--- config.mk ---
export PLATFORM = sky130hd
export DESIGN_NAME = datapath_core_param
export DESIGN_NICKNAME = d
export VERILOG_FILES = /design/src/rtl/datapath_pkg.sv /design/src/rtl/datapath_core_param_bus_source_select.sv /design/src/rtl/datapath_core_param.sv
export SDC_FILE = /design/constraint.sdc
export NUM_CORES = 2
export LEC_CHECK = 0
export ABC_AREA = 1
export BUFFER_PORTS_ARGS = -buffer_cell sky130_fd_sc_hd__buf_4
export CAP_MARGIN = 20
export CORE_ASPECT_RATIO = 1.2
export CORE_MARGIN = 2
export CORE_UTILIZATION = 25
export DETAILED_ROUTE_END_ITERATION = 8
export SLEW_MARGIN = 30
export SYNTH_ARGS = -nofsm -noshare
export SYNTH_HDL_FRONTEND = slang
export SYNTH_SLANG_ARGS = --single-unit
--- constraint.sdc ---
create_clock -name Clock -period 3 [get_ports Clock]
set_clock_uncertainty 0.1 [all_clocks]
set_input_delay 0.45 -clock Clock [delete_from_list [all_inputs] [get_ports Clock]]
set_output_delay 0.45 -clock Clock [all_outputs]
set_load 0.05 [all_outputs]
--- src/rtl/datapath_pkg.sv ---
// Shared definitions for the parametrised bus datapath: bus source offsets,
// memory FSM state type and a helper to size the source set.
package datapath_pkg;

  // Special sources follow the general registers; each SRC_x = NUM_REGS + OFS_x.
  localparam int NUM_SPECIAL_SRCS = 8;
  localparam int OFS_HI     = 0;
  localparam int OFS_LO     = 1;
  localparam int OFS_ZHI    = 2;
  localparam int OFS_ZLO    = 3;
  localparam int OFS_PC     = 4;
  localparam int OFS_MDR    = 5;
  localparam int OFS_INPORT = 6;
  localparam int OFS_C      = 7;

  typedef enum logic [1:0] {
    MEM_IDLE    = 2'd0,
    MEM_RD_WAIT = 2'd1,
    MEM_WR_WAIT = 2'd2
  } mem_state_t;

  function automatic int num_srcs(input int num_regs);
    return num_regs + NUM_SPECIAL_SRCS;
  endfunction

endpackage

--- src/rtl/datapath_core_param_bus_source_select.sv ---
// Bus source arbitration: lowest-index enabled source drives the bus,
// and more than one enable in a cycle flags contention.
module bus_source_select #(
  parameter int DATA_W   = 32,
  parameter int NUM_SRCS = 24
) (
  input  logic [NUM_SRCS-1:0] src_en,
  input  logic [DATA_W-1:0]   src_data [NUM_SRCS],
  output logic [DATA_W-1:0]   bus,
  output logic                bus_conflict
);

  // Scan from the top down so the lowest asserted index is the last write.
  always_comb begin
    bus = '0;
    for (int i = NUM_SRCS - 1; i >= 0; i--) begin
      if (src_en[i]) bus = src_data[i];
    end
  end

  // Clearing the lowest set bit leaves something only if two or more were set.
  assign bus_conflict = (src_en & (src_en - NUM_SRCS'(1))) != '0;

endmodule

--- src/rtl/datapath_core_param.sv ---
// Parametrised single-bus CPU datapath: general registers, special registers,
// contention tracking and a req/ack memory interface driven by MAR/MDR.
module datapath_core_param
  import datapath_pkg::*;
#(
  parameter int DATA_W   = 32,
  parameter int NUM_REGS = 16,
  parameter int ADDR_W   = 9
) (
  input  logic                  Clock,
  input  logic                  Clear_n,
  input  logic [NUM_REGS-1:0]   reg_in,
  input  logic [NUM_REGS-1:0]   reg_out,
  input  logic                  ba_out,
  input  logic                  hi_in,
  input  logic                  lo_in,
  input  logic                  pc_in,
  input  logic                  ir_in,
  input  logic                  y_in,
  input  logic                  mar_in,
  input  logic                  mdr_in,
  input  logic                  z_in,
  input  logic                  outport_in,
  input  logic                  hi_out,
  input  logic                  lo_out,
  input  logic                  zhi_out,
  input  logic                  zlo_out,
  input  logic                  pc_out,
  input  logic                  mdr_out,
  input  logic                  inport_out,
  input  logic                  c_out,
  input  logic                  inc_pc,
  input  logic [2*DATA_W-1:0]   alu_result,
  input  logic [DATA_W-1:0]     c_value,
  input  logic [DATA_W-1:0]     in_dev,
  input  logic                  strobe,
  input  logic                  mem_rd,
  input  logic                  mem_wr,
  output logic                  mem_req,
  output logic                  mem_we,
  output logic [ADDR_W-1:0]     mem_addr,
  output logic [DATA_W-1:0]     mem_wdata,
  input  logic [DATA_W-1:0]     mem_rdata,
  input  logic                  mem_ack,
  output logic                  busy,
  output logic [DATA_W-1:0]     bus,
  output logic [DATA_W-1:0]     ir,
  output logic [DATA_W-1:0]     y,
  output logic [DATA_W-1:0]     out_port,
  output logic                  bus_conflict,
  output logic                  conflict_seen,
  output mem_state_t            mem_state
);

  localparam int NUM_SRCS   = num_srcs(NUM_REGS);
  localparam int SRC_HI     = NUM_REGS + OFS_HI;
  localparam int SRC_LO     = NUM_REGS + OFS_LO;
  localparam int SRC_ZHI    = NUM_REGS + OFS_ZHI;
  localparam int SRC_ZLO    = NUM_REGS + OFS_ZLO;
  localparam int SRC_PC     = NUM_REGS + OFS_PC;
  localparam int SRC_MDR    = NUM_REGS + OFS_MDR;
  localparam int SRC_INPORT = NUM_REGS + OFS_INPORT;
  localparam int SRC_C      = NUM_REGS + OFS_C;

  logic [DATA_W-1:0]   gpr [NUM_REGS];
  logic [DATA_W-1:0]   hi, lo, pc, mar, mdr, inport;
  logic [2*DATA_W-1:0] z;
  logic [NUM_SRCS-1:0] src_en;
  logic [DATA_W-1:0]   src_data [NUM_SRCS];
  mem_state_t          state_q, state_d;
  logic                rd_done;

  assign src_en = {c_out, inport_out, mdr_out, pc_out, zlo_out, zhi_out,
                   lo_out, hi_out, reg_out};

  always_comb begin
    for (int i = 0; i < NUM_REGS; i++) src_data[i] = gpr[i];
    // Base-address mode: R0 still wins arbitration but contributes zero.
    if (ba_out) src_data[0] = '0;
    src_data[SRC_HI]     = hi;
    src_data[SRC_LO]     = lo;
    src_data[SRC_ZHI]    = z[2*DATA_W-1:DATA_W];
    src_data[SRC_ZLO]    = z[DATA_W-1:0];
    src_data[SRC_PC]     = pc;
    src_data[SRC_MDR]    = mdr;
    src_data[SRC_INPORT] = inport;
    src_data[SRC_C]      = c_value;
  end

  bus_source_select #(
    .DATA_W   (DATA_W),
    .NUM_SRCS (NUM_SRCS)
  ) u_bus_sel (
    .src_en       (src_en),
    .src_data     (src_data),
    .bus          (bus),
    .bus_conflict (bus_conflict)
  );

  always_ff @(posedge Clock or negedge Clear_n) begin
    if (!Clear_n) begin
      for (int i = 0; i < NUM_REGS; i++) gpr[i] <= '0;
    end else begin
      for (int i = 0; i < NUM_REGS; i++) begin
        if (reg_in[i]) gpr[i] <= bus;
      end
    end
  end

  always_ff @(posedge Clock or negedge Clear_n) begin
    if (!Clear_n) begin
      hi            <= '0;
      lo            <= '0;
      z             <= '0;
      pc            <= '0;
      ir            <= '0;
      y             <= '0;
      mar           <= '0;
      mdr           <= '0;
      inport        <= '0;
      out_port      <= '0;
      conflict_seen <= 1'b0;
    end else begin
      if (hi_in)      hi       <= bus;
      if (lo_in)      lo       <= bus;
      if (z_in)       z        <= alu_result;
      if (ir_in)      ir       <= bus;
      if (y_in)       y        <= bus;
      if (outport_in) out_port <= bus;
      if (strobe)     inport   <= in_dev;
      if (pc_in)       pc <= bus;
      else if (inc_pc) pc <= pc + DATA_W'(1);
      // Address and write data are frozen while a transaction is in flight.
      if (mar_in && !busy) mar <= bus;
      if (rd_done)                                 mdr <= mem_rdata;
      else if (mdr_in && state_q != MEM_WR_WAIT)   mdr <= bus;
      if (bus_conflict) conflict_seen <= 1'b1;
    end
  end

  // Memory handshake: mem_req holds from the cycle after mem_rd/mem_wr up to
  // and including the cycle mem_ack is sampled high; the transfer completes on
  // that edge and a new request is accepted in the following IDLE cycle.
  always_ff @(posedge Clock or negedge Clear_n) begin
    if (!Clear_n) state_q <= MEM_IDLE;
    else          state_q <= state_d;
  end

  always_comb begin
    state_d = state_q;
    case (state_q)
      MEM_IDLE: begin
        if (mem_rd)      state_d = MEM_RD_WAIT;
        else if (mem_wr) state_d = MEM_WR_WAIT;
      end
      MEM_RD_WAIT: if (mem_ack) state_d = MEM_IDLE;
      MEM_WR_WAIT: if (mem_ack) state_d = MEM_IDLE;
      default: state_d = MEM_IDLE;
    endcase
  end

  assign rd_done   = (state_q == MEM_RD_WAIT) && mem_ack;
  assign mem_req   = (state_q != MEM_IDLE);
  assign busy      = mem_req;
  assign mem_we    = (state_q == MEM_WR_WAIT);
  assign mem_wdata = mdr;
  assign mem_state = state_q;

  generate
    if (ADDR_W <= DATA_W) begin : g_addr_slice
      assign mem_addr = mar[ADDR_W-1:0];
    end else begin : g_addr_ext
      assign mem_addr = {{(ADDR_W-DATA_W){1'b0}}, mar};
    end
  endgenerate

endmodule

Yosys cells after proc, flatten, opt, wreduce, memory -nomap -nowiden
Cells that the tools add are included.

storage, ports and cells
  logic and storage cells = 80
  flip-flop bits (word level) = 844
  output and inout port bits = 176

cells by class
  mux-type cells = 33
  $add $sub $neg = 2
  reduce and logical (&&, ||, !) cells = 11
  bitwise logic cells = 1
  eq/ne operators = 5

operators with widths
  kind                                                                     count
  32-bit 2-to-1 mux                                                        29
  32-bit by 1-bit adder with 32-bit output, second input constant          1
  24-bit AND                                                               1
  24-bit nonzero test                                                      1
  24-bit by 1-bit subtractor with 24-bit output, second input constant     1
  2-bit 2-to-1 mux                                                         3
  2-bit nonzero test                                                       3
  2-bit one-hot mux with 2 select lines                                    1
  1-bit logical AND                                                        3
  3-bit inequality test, second input constant                             1
  2-bit by 1-bit == test with 1-bit output, second input constant          1
  2-bit == test, second input constant                                     1
  2-bit logical NOT                                                        1
  2-bit by 1-bit inequality test with 1-bit output, second input constant  1
  2-bit inequality test, second input constant                             1
  2-bit AND reduction                                                      1
  2-bit OR reduction                                                       1
  1-bit logical NOT                                                        1

Depth between registers and ports, before layout
  depth after elaboration = 26
  gate-level depth with buffers = 24

Modules after synthesis
From an unflattened synthesis, not the netlist that was laid out.

unflattened totals
  cells, all modules = 4835
  area total of the unflattened synthesis = 39520.4 sq um

by module, submodules not included
  module               area each (sq um)  cells each  instances
  datapath_core_param  31805.5            3080        1
  bus_source_select    7714.9             1755        1

Least setup slack after synthesis
No wires, ideal clock.

  path kind = input to output
  from = input reg_out[1]
  to = output bus_conflict
  path slack = 0.347 ns
  path buffers = 1
  arrival time = 2.103 ns
  stages = 10
  data required time = 2.450 ns
  cells stage by stage = buf_2 > or2_2 > nor2_4 > nand2_1 > nor2_1 > nand4_1 > o21ai_1 > nand2_1 > nor4_1 > nand2_1

between the ends
  cells in the longest elaborated chain, start to end = 3

ends and longest elaborated chain
  what                                           RTL line                                     RTL
  start: declaration                             datapath_core_param.sv:13                    input logic [NUM_REGS-1:0] reg_out,
  24-bit by 1-bit subtractor with 24-bit output  datapath_core_param_bus_source_select.sv:22  assign bus_conflict = (src_en & (src_en - NUM_SRCS'(1))) != '0;
  24-bit AND (*)                                 datapath_core_param_bus_source_select.sv:22
  24-bit nonzero test (*)                        datapath_core_param_bus_source_select.sv:22
  end: declaration                               datapath_core_param.sv:50                    output logic bus_conflict,

Every way passes the cells marked *; elsewhere a longest branch is shown, timed or not.

Worst setup path after layout
  from = register inport[30]
  to = output bus[30]

between the ends
  cells in the longest elaborated chain, start to end = 23

ends and longest elaborated chain
  what                              RTL line                                     RTL
  start: declaration                datapath_core_param.sv:66                    logic [DATA_W-1:0] hi, lo, pc, mar, mdr, inport;
  start signal: assignment          datapath_core_param.sv:130                   if (strobe) inport <= in_dev;
  32-bit 2-to-1 mux (23 in series)  datapath_core_param_bus_source_select.sv:17  if (src_en[i]) bus = src_data[i];
  end: declaration                  datapath_core_param.sv:46                    output logic [DATA_W-1:0] bus,

Every way passes these cells.

==> results.toml <==
[run_status]
outcome = "finished with violations"
violations = "setup timing"

[worst_setup_path]
r2r_slack_ns = 0.13
regToRegEndpoint = "pc[31]"
critPathTopFamily = "simple AND/OR/NAND/NOR gates"
endpoint = "bus[30]"
path_depth = 19
worstSetupStartpointType = "flop"
critPathBufInv = 1
reg2reg_depth = 12
path_common_cell = "nand2_1"
critical-path-slowest-cell = "dfrtp_1"
cp-startpoint = "inport[30]"
cp.required_ns = 2.45
cpPeakStageDelay_ns = 0.39
cp.arrival_ns = 2.69
crit_fanout = 2
r2r_start = "pc[3]"
crit_chain = "a21oi_2 -> nand2_2 -> nand2_1 -> nand2_1 -> nand2_1 -> nand2_1 -> nand2_1 -> nand2_1 -> nand2_1 -> nand2_1 -> nand2_1 -> nand2_1 -> nand2_2 -> nand2_2 -> nand2_1 -> nand2_1 -> nand2_1 -> nand2_2 -> buf_8"
path_class = "flop to primary output"
endpoint_kind = "primary output"

[power]
p_switching_mw = 10.97
vdd_drop_max_mv = 0.5335
switching_share_pct = 33.31
power_density_nw_per_um2 = 616.9
clock_power_share_pct = 36.2
cell_internal_pwr_mw = 21.97
p_comb_share_pct = 22.9
power.leakage_nw = 27.95
seqPwrFrac_pct = 40.9

[global_route]
first_global_vias = 37310
grt_pass1_wl_um = 230400
grt_max_degree = 111
antenna_found_initial = 10
grt-ovfl-total = 0
track_usage_pct = 17.41

[timing]
final-max-slew-violation-count = 0
setup_viol = 32
worst_slew_pin_slew_ns = 0.9168
maxSlewHeadroom_pct = 38.88
fmaxAchievable_ghz = 0.3088
layout_min_cycle_time_ns = 3.238
setup_ws_ns = -0.2379
period_share_pct = 107.9
rsz0062_at_grt = "true"
finalHoldViolCount = 0

[route]
drt_iter0_drc = 3209
wl_met3_um = 11070
wl_per_cell_um = 18.53
drt-total-wl_um = 152000
wl_met2_um = 71090
wl_met1_um = 66070
via_per_inst = 4.608
ant_nets = 0
vias = 37810
routed.top_layer = "met5"
dr.pass1.iters = 5
drc = 0

[floorplan]
rows = 164
die_x_um = 376.7
die_y_um = 451.3
io_pins = 393
core_area_um2 = 166000
fp.dieArea_um2 = 170000
start_util_pct = 25.11

[cells_and_area]
area_growth_pct = 28.11
final_layout_size_suffix_gt1_share_pct = 21.35
fin_util_pct = 32.16
postLayoutCellArea_um2 = 53390
nNetsFinal = 6194
final_cells = 8205

[synthesis]
yosys_warnings = 0
syn_inst = 5511
synthesis.nets = 5732
ys_types = 41
netlist_area_um2 = 41680
syn_avg_cell_area_um2 = 7.563
ys_ff_latch = 844
ys_seq_area_share_pct = 50.67

[job]
cap_violations = 0

[placement]
dpl_cell_area_um2 = 47370
place.gp.congestion = 0.8975
dp_cells = 7864
portBuffers = 392
dpl.hpwl_um = 105300

[cts]
worstSkewPairLatency_ns = 0.73
cts_max_level = 3
root_buffer = "clkbuf_16"
cts_buffer_depth = 3
cts_tree = "built"
clk_pin_slew_ns = 0.06
numCtsBuffers = 89
clkSinkCount = 844

[min_path]
min_path_type = "primary input to flop"
[through the flow]
step	hold WS, ns	total power [mW]	TNS, ns	setup slack (ns)
floorplan	0.05441	17.91	0	0.3466
global placement	0.2640	20.51	-11.25	-0.4193
detailed placement	0.2611	20.63	-12.66	-0.4373
CTS	0.0001094	33.14	-7.347	-0.2847
global route	0.04476	34.49	-11.20	-0.4164
finish	0.04583	32.94	-4.525	-0.2379
[worst min path at each step]
stage          cells past startpoint       endpoint  slack, ns        from
2_1_floorplan                      0  conflict_seen       0.05     Clear_n
3_5_place_dp                       1  mem_wdata[26]       0.26     Clear_n
3_3_place_gp                       1  mem_wdata[26]       0.26     Clear_n
4_1_cts                            3          hi[2]     0.0001       hi_in
5_1_grt                            3       gpr[110]       0.04  reg_in[12]
6_report                           3       gpr[102]       0.05  reg_in[12]
[state kept, by name, summed over array words and instances, names as in the netlist]
register	flops
hi	32
inport	32
ir	32
z	64
conflict_seen	1
lo	32
mar	9
out_port	32
mem_wdata	32
mem_state	2
pc	32
y	32
gpr	512
[metal layers]
metal / up-vias / GRT usage (%)
met4: 12 / 5.313
met3: 158 / 3.568
met2: 1275 / 28.43
met1: 18390 / 23.04
li1: 17980 / -
met5: - / 0
[cells in the mapped netlist]
cell type  number  area [µm²]
nand2_1      2966       11130
dfrtp_1       844       21120
nor2_1        432        1622
clkbuf_1      197       739.5
inv_1         162       608.1
nand3_1       137       685.7
a221oi_1      128        1121
buf_2         106       530.5
a21oi_1        75       375.4
mux2_2         64       720.7
buf_6          60       675.7
o21ai_0        52       260.3
buf_4          43       322.8
nand2_2        37       231.5
a31oi_1        33       206.5
a22oi_1        32       240.2
a21oi_2        28       245.2
buf_1          22       82.58
xor2_1         18       157.7
nand2_4        14       157.7
nand4_1        11       68.82
nor3_1          9       45.04
xnor2_1         7       61.31
ha_1            4       50.05
inv_2           3       11.26
nor3_2          3       30.03
o31ai_1         3       22.52
o41ai_1         3       26.28
clkinv_1        2       7.510
nor2_2          2       12.51
nor4_1          2       12.51
o21ai_1         2       10.01
or2_1           2       12.51
a21o_1          1       7.510
a31o_2          1       8.760
buf_8           1       15.01
nand3b_1        1       7.510
nor2_4          1       11.26
o2111ai_1       1       8.760
o21a_1          1       7.510
or2_2           1       6.260
[power groups by stage]
stage | Sequential (mW) | Clock [mW] | Combinational (mW)
floorplan | 13.9 | 0 | 4.03
global placement | 13.7 | 0 | 6.85
detailed placement | 13.7 | 0 | 6.93
CTS | 13.5 | 12.2 | 7.44
global route | 13.6 | 12.7 | 8.21
finish | 13.5 | 11.9 | 7.55
[cell families after synthesis]
group                      synth area share [%]
and+or+nand+nor                           33.68
DFF                                       50.67
adders and majority gates                0.1201
xor gates and xnor gates                 0.5254
buffers and inverters                     7.181
AOI/OAI and AO/OA                         6.094
muxes                                     1.729
[repair_timing]
item                                    4_1_cts  5_1_grt
endpoints found under the setup margin       33       33
resized for setup                           166      250
endpoints found under the hold margin       455        0
hold buffers                                136        0
pin swaps                                    63      148
setup buffers                                31       10
[worst register-to-register path, stage by stage, from the launching register on]
cell,delay (ns)
dfrtp_1,0.44
nand2_1,0.08
nor2_1,0.15
nand4_1,0.25
nor2_2,0.38
nand4_1,0.22
nor4_1,0.60
buf_4,0.23
xor2_1,0.14
nand3_1,0.08
nand2_1,0.07
inv_1,0.04
nand2_1,0.05
[layout make-up]
type | count | area (µm²)
tap | 2158 | 2700
clock inverter | 38 | 586.8
inverter | 167 | 631.9
timing repair buffer | 800 | 7298
multi-input combinational | 4071 | 18470
sequential | 844 | 21160
antenna | 4 | 10.01
clock buffer | 123 | 2535
fill | 17210 | 112600
[cell usage in the layout, fill, tap and decap left out, types with 66 or more instances in the layout]
cell type         n
buf_4           573
nand2_1        2743
dfrtp_1         814
dlygate4sd3_1   136
clkbuf_16        89
nor2_1          410
nand2_2         251
a221oi_1        128
nand3_1         136
inv_1           157
a21oi_2          66
(Power assumes the default switching activity.)
